`src/rtl/conv_result_collector_if.sv`:
```
// Result-stream and read-port bundle for conv_result_collector.
// CONV_MAXPOOL_EN adds the max_val/max_valid pair.
interface conv_result_collector_if;
  logic        start;
  logic [3:0]  stride;
  logic [15:0] in_data;
  logic        in_done;
  logic        rd_valid;
  logic        rd_ready;
  logic [15:0] rd_data;
  logic [3:0]  rd_row;
  logic [3:0]  rd_col;
  logic        rd_last;
  logic        busy;
  logic        overrun;
`ifdef CONV_MAXPOOL_EN
  logic [15:0] max_val;
  logic        max_valid;
`endif

  modport master (
    output start, stride, in_data, in_done, rd_ready,
    input  rd_valid, rd_data, rd_row, rd_col, rd_last, busy, overrun
`ifdef CONV_MAXPOOL_EN
    , input max_val, max_valid
`endif
  );

  modport slave (
    input  start, stride, in_data, in_done, rd_ready,
    output rd_valid, rd_data, rd_row, rd_col, rd_last, busy, overrun
`ifdef CONV_MAXPOOL_EN
    , output max_val, max_valid
`endif
  );
endinterface

```
`src/rtl/conv_result_collector.sv`:
```
// Collects one convolution output map from the producer strobe, then drains it row-major.
// Optional feature macro: CONV_MAXPOOL_EN (running unsigned max of the collected words).
module conv_result_collector #(
  parameter int M    = 3,
  parameter int F    = 2,
  parameter int MAXN = (M - F + 1) * (M - F + 1)
) (
  input logic                    clk,
  input logic                    rst,
  conv_result_collector_if.slave bus
);
  localparam int         PW    = $clog2(MAXN + 1);
  localparam int         DEPTH = 1 << PW;
  localparam logic [3:0] SPAN  = 4'(M - F);

  typedef enum logic [1:0] {IDLE, COLLECT, DRAIN} state_t;

  state_t          state_q, state_d;
  logic [PW-1:0]   wrPtr_q, wrPtr_d;
  logic [PW-1:0]   rdPtr_q, rdPtr_d;
  logic [PW-1:0]   nCount_q, nCount_d;
  logic [3:0]      oSize_q, oSize_d;
  logic            rdValid_q, rdValid_d;
  logic [15:0]     rdData_q, rdData_d;
  logic [3:0]      rdRow_q, rdRow_d;
  logic [3:0]      rdCol_q, rdCol_d;
  logic            rdLast_q, rdLast_d;
  logic            overrun_q, overrun_d;
  logic            enterDrain;
  logic            memWe;
  logic [PW-1:0]   memAddr;
  logic [15:0]     mem [DEPTH];

  logic [3:0]      strideEff;
  logic [3:0]      oCalc;
  logic [PW-1:0]   nCalc;

  // Output-map geometry for the stride presented with start
  assign strideEff = (bus.stride == 4'd0) ? 4'd1 : bus.stride;
  assign oCalc     = SPAN / strideEff + 4'd1;
  assign nCalc     = PW'(oCalc) * PW'(oCalc);

  always_comb begin
    state_d    = state_q;
    wrPtr_d    = wrPtr_q;
    rdPtr_d    = rdPtr_q;
    nCount_d   = nCount_q;
    oSize_d    = oSize_q;
    rdValid_d  = rdValid_q;
    rdData_d   = rdData_q;
    rdRow_d    = rdRow_q;
    rdCol_d    = rdCol_q;
    rdLast_d   = rdLast_q;
    overrun_d  = overrun_q;
    enterDrain = 1'b0;
    memWe      = 1'b0;
    memAddr    = wrPtr_q;

    if (bus.start) begin
      nCount_d  = nCalc;
      oSize_d   = oCalc;
      rdPtr_d   = '0;
      rdValid_d = 1'b0;
      rdLast_d  = 1'b0;
      overrun_d = 1'b0;
      // A word arriving with start becomes word 0 of the new map
      if (bus.in_done) begin
        memWe   = 1'b1;
        memAddr = '0;
        wrPtr_d = PW'(1);
        if (nCalc == PW'(1)) begin
          state_d    = DRAIN;
          enterDrain = 1'b1;
        end else begin
          state_d = COLLECT;
        end
      end else begin
        wrPtr_d = '0;
        state_d = COLLECT;
      end
    end else begin
      unique case (state_q)
        COLLECT: begin
          if (bus.in_done) begin
            memWe   = 1'b1;
            wrPtr_d = wrPtr_q + PW'(1);
            if (wrPtr_d == nCount_q) begin
              state_d    = DRAIN;
              rdPtr_d    = '0;
              enterDrain = 1'b1;
            end
          end
        end
        DRAIN: begin
          if (bus.in_done) overrun_d = 1'b1;
          // rdPtr always names the word currently presented on the read port
          if (!rdValid_q) begin
            rdValid_d = 1'b1;
            rdData_d  = mem[rdPtr_q];
            rdRow_d   = 4'd0;
            rdCol_d   = 4'd0;
            rdLast_d  = (rdPtr_q == nCount_q - PW'(1));
          end else if (bus.rd_ready) begin
            if (rdLast_q) begin
              state_d   = IDLE;
              rdValid_d = 1'b0;
              rdLast_d  = 1'b0;
            end else begin
              rdPtr_d  = rdPtr_q + PW'(1);
              rdData_d = mem[rdPtr_d];
              rdLast_d = (rdPtr_d == nCount_q - PW'(1));
              if (rdCol_q == oSize_q - 4'd1) begin
                rdCol_d = 4'd0;
                rdRow_d = rdRow_q + 4'd1;
              end else begin
                rdCol_d = rdCol_q + 4'd1;
              end
            end
          end
        end
        default: begin
          if (bus.in_done) overrun_d = 1'b1;
        end
      endcase
    end
  end

  always_ff @(posedge clk or negedge rst) begin
    if (!rst) begin
      state_q   <= IDLE;
      wrPtr_q   <= '0;
      rdPtr_q   <= '0;
      nCount_q  <= '0;
      oSize_q   <= 4'd0;
      rdValid_q <= 1'b0;
      rdData_q  <= 16'd0;
      rdRow_q   <= 4'd0;
      rdCol_q   <= 4'd0;
      rdLast_q  <= 1'b0;
      overrun_q <= 1'b0;
    end else begin
      state_q   <= state_d;
      wrPtr_q   <= wrPtr_d;
      rdPtr_q   <= rdPtr_d;
      nCount_q  <= nCount_d;
      oSize_q   <= oSize_d;
      rdValid_q <= rdValid_d;
      rdData_q  <= rdData_d;
      rdRow_q   <= rdRow_d;
      rdCol_q   <= rdCol_d;
      rdLast_q  <= rdLast_d;
      overrun_q <= overrun_d;
    end
  end

  // Map storage is deliberately left out of reset
  always_ff @(posedge clk) begin
    if (memWe) mem[memAddr] <= bus.in_data;
  end

  assign bus.rd_valid = rdValid_q;
  assign bus.rd_data  = rdData_q;
  assign bus.rd_row   = rdRow_q;
  assign bus.rd_col   = rdCol_q;
  assign bus.rd_last  = rdLast_q;
  assign bus.busy     = (state_q != IDLE);
  assign bus.overrun  = overrun_q;

`ifdef CONV_MAXPOOL_EN
  logic [15:0] maxVal_q, maxVal_d;
  logic        maxValid_q, maxValid_d;

  always_comb begin
    maxVal_d   = maxVal_q;
    maxValid_d = maxValid_q | enterDrain;
    if (bus.start) begin
      maxVal_d   = bus.in_done ? bus.in_data : 16'd0;
      maxValid_d = enterDrain;
    end else if (state_q == COLLECT && bus.in_done && bus.in_data > maxVal_q) begin
      maxVal_d = bus.in_data;
    end
  end

  always_ff @(posedge clk or negedge rst) begin
    if (!rst) begin
      maxVal_q   <= 16'd0;
      maxValid_q <= 1'b0;
    end else begin
      maxVal_q   <= maxVal_d;
      maxValid_q <= maxValid_d;
    end
  end

  assign bus.max_val   = maxVal_q;
  assign bus.max_valid = maxValid_q;
`endif
endmodule
```
`src/flat_wrapper.sv`:
```
// flat-port wrapper written by rule: the top's interface ports become plain ports
module conv_result_collector_flat 
#(
  parameter int M    = 3,
  parameter int F    = 2,
  parameter int MAXN = (M - F + 1) * (M - F + 1)
)
  (clk, rst, bus_start, bus_stride, bus_in_data, bus_in_done, bus_rd_ready, bus_rd_valid, bus_rd_data, bus_rd_row, bus_rd_col, bus_rd_last, bus_busy, bus_overrun);
  conv_result_collector_if bus_i ();
  input logic clk;
  input logic rst;
  input wire logic [$bits(bus_i.start)-1:0] bus_start;
  input wire logic [$bits(bus_i.stride)-1:0] bus_stride;
  input wire logic [$bits(bus_i.in_data)-1:0] bus_in_data;
  input wire logic [$bits(bus_i.in_done)-1:0] bus_in_done;
  input wire logic [$bits(bus_i.rd_ready)-1:0] bus_rd_ready;
  output wire logic [$bits(bus_i.rd_valid)-1:0] bus_rd_valid;
  output wire logic [$bits(bus_i.rd_data)-1:0] bus_rd_data;
  output wire logic [$bits(bus_i.rd_row)-1:0] bus_rd_row;
  output wire logic [$bits(bus_i.rd_col)-1:0] bus_rd_col;
  output wire logic [$bits(bus_i.rd_last)-1:0] bus_rd_last;
  output wire logic [$bits(bus_i.busy)-1:0] bus_busy;
  output wire logic [$bits(bus_i.overrun)-1:0] bus_overrun;
  assign bus_i.start = bus_start;
  assign bus_i.stride = bus_stride;
  assign bus_i.in_data = bus_in_data;
  assign bus_i.in_done = bus_in_done;
  assign bus_i.rd_ready = bus_rd_ready;
  assign bus_rd_valid = bus_i.rd_valid;
  assign bus_rd_data = bus_i.rd_data;
  assign bus_rd_row = bus_i.rd_row;
  assign bus_rd_col = bus_i.rd_col;
  assign bus_rd_last = bus_i.rd_last;
  assign bus_busy = bus_i.busy;
  assign bus_overrun = bus_i.overrun;
  conv_result_collector #(.M(M), .F(F), .MAXN(MAXN)) u_core (.clk(clk), .rst(rst), .bus(bus_i));
endmodule
```
`config.mk`:
```
export PLATFORM = sky130hd
export DESIGN_NAME = conv_result_collector_flat
export DESIGN_NICKNAME = d
export VERILOG_FILES = /design/src/rtl/conv_result_collector_if.sv /design/src/rtl/conv_result_collector.sv /design/src/flat_wrapper.sv
export SDC_FILE = /design/constraint.sdc
export NUM_CORES = 1
export LEC_CHECK = 0
export ABC_CLOCK_PERIOD_IN_PS = 3700
export BUFFER_PORTS_ARGS = -buffer_cell sky130_fd_sc_hd__buf_2
export CAP_MARGIN = 20
export CORE_MARGIN = 2
export CORE_UTILIZATION = 40
export CTS_CLUSTER_SIZE = 20
export DETAILED_ROUTE_END_ITERATION = 7
export SLEW_MARGIN = 25
export SYNTH_ARGS = -nofsm -noshare
export SYNTH_HDL_FRONTEND = slang
export SYNTH_SLANG_ARGS = --single-unit
export TNS_END_PERCENT = 30
```
`constraint.sdc`:
```
create_clock -name clk -period 3.7 [get_ports clk]
set_input_delay 0.185 -clock clk [delete_from_list [all_inputs] [get_ports clk]]
set_output_delay 0.185 -clock clk [all_outputs]
set_load 0.1 [all_outputs]
```
==> metrics.txt, run 1 <==
share of layout cells above drive strength 1 0.315; max-slew violations 0; Layout Nets 578; FF-to-FF End u_core.bus.rd_data[2]$_DFFE_PN0P_; Worst VDD drop 0.456 mV; die area 21,100 um2; ys flop type edfxtp_1; Vias 4,700; Die H 145 um; Mapped Cells 487; Max-Cap Viols 0; crit-path max cell delay 0.61 ns; Slew HR 0.435; Net Sw Power 1.84 mW; DIE WIDTH 145 um; Yosys warnings 0; Finish-stage setup viols 0; Ant. Diodes 0; Clock Power Share 0.342; H-tree depth 4; First DRT Iteration DRCs 420; WL per Instance 21.4 um; CP Cell Sequence ha_2 -> buf_4 -> mux4_2 -> a222oi_1 -> a21oi_1; clk buf depth 2; Logic pwr share 0.230; syn_nets 522; FMAX 406 MHz; Max Clock Skew 0.00764 ns; FILL cells 1,692; leading area contributor after synthesis edfxtp_1; Yosys reg bits 168; CP required 4.00 ns; pin count of the biggest net entering global routing 71; CP Capture Point u_core.bus.rd_data[2]$_DFFE_PN0P_; sw frac 0.349; status finished, final reports clean; Yosys top cell area share 0.481; Post-synth EDFFs 128; DRC Markers 0; first-pass GRT wire length 27,600 um; Reg power frac 0.428; critical path startpoint category flop; count of input and output buffers 52; Post-Syn Area per Cell 16.4 um2; Core Region 19,500 um2; drt total wl 17,500 um; Post-CTS Setup Inserts 0; initial antenna violation count 1; R2R depth 5; slowest CP cell ha_2; Ports 53; most common cell in the netlist edfxtp_1; worst reg2reg startpoint u_core.rdPtr_q[0]$_DFFE_PN0P_; minimum clock period 2.46 ns; Final Hold Vio Count 0; Post-synth top cells edfxtp_1 (128), mux4_2 (45), dfrtp_1 (40); final core occ 0.472; clk slew on worst S/H paths 0.07 ns; ANT nets after route 0; final std cells w/o fill 821; FF-to-FF setup slack 1.24 ns; worst-path maximum fanout 13; clk_lat worst skew 0.42 ns; area grow syn2layout 15.2%; leak pwr 3.20 nW; Mapped Area 8000 um2; total CTS buffers 17; vias in the first global route 4,808; dpl hpwl 10,700 um; post-synthesis sequential area ratio 0.606; global-route usage over all layers 0.172; unrepaired setup endpoints after global routing false; CTS tree done; Sink Count 168; clk root buf clkbuf_16; Internal Power 3.43 mW; hold crit path type primary input to flop; Starting Density 0.410; RePlAce Congestion 0.756; Setup CP Type flop to flop; row count 51; CP Data Arrival Time 2.76 ns; Vias/cell 5.72; critical path launch point u_core.rdPtr_q[0]$_DFFE_PN0P_; kind of end point of the critical path flop; Area contributors post-synth edfxtp_1 (48%), mux4_2 (13%), dfrtp_1 (13%), mux4_1 (6.2%), mux2_2 (2.4%); power per cell area 571 nW/um2; Slew @ Worst Pin 0.847 ns; total gr overflow 0; Async SR Flop Fraction 0.238; Post-Place Cells 788; setup TNS 0 ns; fin crit share 0.665; first drt pass iteration count 5; Yosys cell types 48
[cells in the final DEF, fill, tap and decap left out, drive strengths merged, types with 8 or more instances in the layout]
cell type,Yosys,final
a21oi,29,29
a222oi,16,16
buf,15,69
clkbuf,18,17
dfrtp,40,40
edfxtp,128,128
ha,10,10
inv,10,18
mux2,17,17
mux4,64,64
nand2,18,18
nand3,8,8
nor2,35,35
o21ai,17,17
[critical path, delay by kind of cell (launching register included)]
kind	cells	cell delay [ns]
fa+ha+maj	1	0.61
buf+inv	1	0.34
compound gates	2	0.41
mux	1	0.53
flops	1	0.43
[power by group through the flow]
stage | sequential [mW] | combinational [mW] | clock (mW)
6_report | 2.25 | 1.21 | 1.80
2_1_floorplan | 2.91 | 0.338 | 0
3_5_place_dp | 2.29 | 1.22 | 0
4_1_cts | 2.25 | 1.22 | 1.84
3_3_place_gp | 2.29 | 1.20 | 0
5_1_grt | 2.27 | 1.28 | 1.92
[how the worst min path moves through the flow]
stage | slack (ns) | depth (start not counted) | startpoint | to
after global placement | 0.44 | 1 | rst | u_core.wrPtr_q[1]$_DFFE_PN0P_
after CTS | 0.005 | 1 | bus_in_data[9] | u_core.mem[2][9]$_DFFE_PP_
after global routing | 0.02 | 1 | bus_in_data[6] | u_core.mem[2][6]$_DFFE_PP_
after detailed placement | 0.25 | 1 | rst | u_core.oSize_q[2]$_DFFE_PN0P_
final | 0.02 | 1 | bus_in_data[9] | u_core.mem[3][9]$_DFFE_PP_
after floorplan | -0.11 | 0 | rst | u_core.bus.overrun$_DFFE_PN0P_
[repair_timing]
item | in CTS | in global routing
hold endpoints to repair | 40 | 0
hold buffers | 1 | 0
endpoints found under the setup margin | 0 | 0
resized for setup | 0 | 0
[registers in the layout, summed over array words and instances (netlist names)]
signal / flops
u_core.mem: 128
u_core.bus.rd_data: 16
u_core.bus.rd_col: 4
u_core.bus.rd_row: 4
u_core.oSize_q: 4
u_core.rdPtr_q: 3
u_core.wrPtr_q: 3
u_core.state_q: 2
u_core.bus.overrun: 1
u_core.bus.rd_last: 1
u_core.bus.rd_valid: 1
u_core.nCount_q: 1
[cell type report]
class,count,area [um2],area share
tap,265,332,0.0360
inverter,11,41.3,0.00448
timing repair buffer,70,413,0.0448
multi-input combinational,275,2980,0.323
clock buffer,17,425,0.0462
sequential,168,4850,0.526
clock inverter,15,183,0.0198
[through the flow]
stage	total power [mW]	hold WS, ns	setup slack (ns)	instance area (um2)
6_report	5.26	0.0233	1.24	9220
5_1_grt	5.47	0.0204	1.02	9220
4_1_cts	5.31	0.00542	1.18	9220
3_5_place_dp	3.51	0.251	1.19	8600
3_3_place_gp	3.49	0.441	1.23	8590
2_1_floorplan	3.25	-0.111	0.738	8000
[per-layer routing]
layer,up-vias,GRT usage,wire [um]
met2,142,0.284,8770
met5,-,0,11
met4,2,0.0402,199
met3,23,0.0445,989
met1,2428,0.230,7560
li1,2105,-,-
[kinds of logic (layout without fill, tap and decap cells)]
family	count (synthesis)	after routing	share of synthesized area
multiplexers	84	84	0.217
adder cells (fa/ha/maj)	10	10	0.0156
buffers and inverters	44	113	0.0264
flip-flops	168	168	0.606
AND/OR/NAND/NOR	89	89	0.0530
AO/OA/AOI/OAI	79	79	0.0663
XOR/XNOR	13	13	0.0161
Note: power is estimated with default switching activity, not from simulation.
==> run 2: changes to the inputs <==
--- a/config.mk
+++ b/config.mk
@@ -5,7 +5,8 @@
 export SDC_FILE = /design/constraint.sdc
 export NUM_CORES = 1
 export LEC_CHECK = 0
-export ABC_CLOCK_PERIOD_IN_PS = 3700
+export ABC_AREA = 1
+export ABC_CLOCK_PERIOD_IN_PS = 2100
 export BUFFER_PORTS_ARGS = -buffer_cell sky130_fd_sc_hd__buf_2
 export CAP_MARGIN = 20
 export CORE_MARGIN = 2
==> constraint.sdc (replaced) <==
create_clock -name clk -period 2.1 [get_ports clk]
set_input_delay 0.105 -clock clk [delete_from_list [all_inputs] [get_ports clk]]
set_output_delay 0.105 -clock clk [all_outputs]
set_load 0.1 [all_outputs]
==> metrics.txt, run 2 <==
H-tree depth 4 (unchanged); CP required 2.23 ns (-1.77 ns); DRC Markers 0 (unchanged); worst reg2reg startpoint u_core.state_q[0]$_DFFE_PN0P_; critical path startpoint category flop; Ant. Diodes 0 (unchanged); ANT nets after route 0 (unchanged); CP most frequent cell nor2_1; first-pass GRT wire length 33,700 um (+22%); Mapped Area 8540 um2 (+6.8%); Top reg by flops u_core.mem; leak pwr 4.07 nW (+27%); Vias/cell 5.31 (-7.2%); Yosys warnings 0 (unchanged); clk slew on worst S/H paths 0.06 ns (about the same); Tot Pwr 12.2 mW (+130%); Slew @ Worst Pin 0.831 ns (-0.0157 ns); count of input and output buffers 52 (unchanged); Slew HR 0.446 (+0.0111); Finish-stage setup viols 0 (unchanged); setup TNS 0 ns (unchanged); CP Cell Sequence inv_2 -> nor2_1 -> nor2_1 -> nor2_1 -> o21ai_0 -> nor2_2 -> buf_12; final std cells w/o fill 1,270 (+55%); ys flop type edfxtp_1; die area 22,500 um2 (+6.6%); dpl hpwl 13,000 um (+22%); hold crit path type primary input to flop; Final WS setup 0.178 ns (-1.06 ns); FF-to-FF setup slack 0.18 ns (-1.06 ns); Post-synth top cells nand2_1 (199), edfxtp_1 (128), nand3_1 (112); R2R depth 7 (+2); share of layout cells above drive strength 1 0.138 (-0.177); Worst VDD drop 0.554 mV (+21%); area grow syn2layout 17.1%; Setup CP Type flop to flop; Post-Syn Area per Cell 9.29 um2 (-43%); most frequent cells in the layout nand2_1 (199), edfxtp_1 (128), nand3_1 (112); Sink Count 168 (unchanged); Area after DPL 9290 um2 (+8.0%); row count 53 (+3.9%); Layout Nets 1,017 (+76%); HP Start bus_start; Post-synth EDFFs 128 (unchanged); first drt pass iteration count 7 (+2); unrepaired setup endpoints after global routing false; total CTS buffers 17 (unchanged); vias in the first global route 6,228 (+30%); FF-to-FF End u_core.mem[0][4]$_DFFE_PP_; post-synthesis sequential area ratio 0.567 (-0.0386); WHS 0.0676 ns (+0.0443 ns); power per cell area 1220 nW/um2 (+110%); First DRT Iteration DRCs 557 (+33%); pre-CTS setup slack 0.0225 ns (-1.17 ns); kind of end point of the critical path flop; post-CTS resize count 0 (unchanged); Die H 150 um (+3.3%); Vias 6,744 (+43%); Async SR Flop Fraction 0.238 (unchanged); Final Hold Vio Count 0 (unchanged); status finished, final reports clean; Starting Density 0.406 (-0.00325); Area contributors post-synth edfxtp_1 (45%), dfrtp_1 (12%), nand2_1 (8.7%), nand3_1 (6.6%), o211ai_1 (5.7%); fin crit share 0.915 (+0.250); clk_lat worst skew 0.42 ns (about the same); initial antenna violation count 0 (-1); Final Instance Area 10,000 um2 (+8.5%); Hold-fix buffers, CTS 18 (+17); minimum clock period 1.92 ns (-0.540 ns); FMAX 520 MHz (+28%); worst hold path endpoint u_core.oSize_q[1]$_DFFE_PN0P_; Yosys cell types 31 (-35%); max reg flops 128 (unchanged); global-route usage over all layers 0.196 (+0.0244); Hold Path Cell Cnt 3 (+2); WL per Instance 16.7 um (-22%); most common cell after layout, fill and taps aside nand2_1; DIE WIDTH 150 um (+3.3%); CTS tree done; clk buf depth 2 (unchanged); total gr overflow 0 (unchanged); Post-Place Cells 1,220 (+55%); Mapped Cells 920 (+89%); syn_nets 955 (+83%); FILL cells 1,984 (+17%); pin count of the biggest net entering global routing 112 (+58%); Ports 53 (unchanged); Yosys top cell area share 0.450 (-0.0306); leading area contributor after synthesis edfxtp_1; worst-path maximum fanout 16 (+3); CP Data Arrival Time 2.05 ns (-0.71 ns); Max Clock Skew 0.00591 ns (-0.00173 ns); drt total wl 21,300 um (+21%); Max-Cap Viols 0 (unchanged); final core occ 0.476 (+0.00381); crit-path max cell delay 0.42 ns (-0.19 ns); most common cell in the netlist nand2_1; max-slew violations 0 (unchanged); slowest CP cell dfrtp_1; Core Region 21,000 um2 (+7.7%); clk root buf clkbuf_16; RePlAce Congestion 0.805 (+6.5%); Yosys reg bits 168 (unchanged); Post-CTS Setup Inserts 0 (unchanged)
## run 2: how the worst max path moves through the flow
stage,depth (start not counted),from,endpoint
6_report,7,u_core.state_q[0]$_DFFE_PN0P_,u_core.mem[0][4]$_DFFE_PP_
5_1_grt,7,u_core.state_q[0]$_DFFE_PN0P_,u_core.mem[0][13]$_DFFE_PP_
4_1_cts,7,u_core.state_q[0]$_DFFE_PN0P_,u_core.mem[0][13]$_DFFE_PP_
3_5_place_dp,17,bus_stride[2],u_core.oSize_q[2]$_DFFE_PN0P_
3_3_place_gp,17,bus_stride[2],u_core.oSize_q[2]$_DFFE_PN0P_
2_1_floorplan,6,u_core.state_q[0]$_DFFE_PN0P_,u_core.mem[0][0]$_DFFE_PP_
## run 2: cell families (layout without fill, tap and decap cells)
| logic type | after synthesis | after routing | synth area share |
|---|---|---|---|
| AO/OA/AOI/OAI | 220 | 220 | 0.149 |
| XOR/XNOR | 12 | 12 | 0.0145 |
| adder cells (fa/ha/maj) | 10 | 10 | 0.0146 |
| buffers and inverters | 157 | 232 | 0.0778 |
| flip-flops | 168 | 168 | 0.567 |
| AND/OR/NAND/NOR | 353 | 353 | 0.177 |
## run 2: report_power, final
group          internal, mW  switching (mW)  total [mW]
clock                  1.51            1.30        2.82
combinational          1.34            3.84        5.18
sequential             3.94           0.214        4.16
## run 2: routing by layer
metal  share of wire  routed length (um)  GRT usage  vias up
met5               0                   0          0        -
met4           0.014                 307     0.0642        0
met3           0.059                1240     0.0297       23
met2            0.47                9920      0.315      190
met1            0.46                9790      0.274     3217
li1                -                   -          -     3314
## run 2: critical path, delay by kind of cell, from the launching register on
kind                   cells  cell delay, ns
AOI/OAI and AO/OA          1            0.30
and+or+nand+nor            4            0.63
DFF                        1            0.42
buffers and inverters      2            0.27
## run 2: layout make-up
class	instances	area [um2]	share of cell area
flip-flops and latches	168	4850	0.485
multi-input cells	595	3070	0.307
repair buffers	100	828	0.0828
clock buffers	18	429	0.0429
inverters	100	377	0.0377
well taps	275	344	0.0344
clock inverters	14	104	0.0104
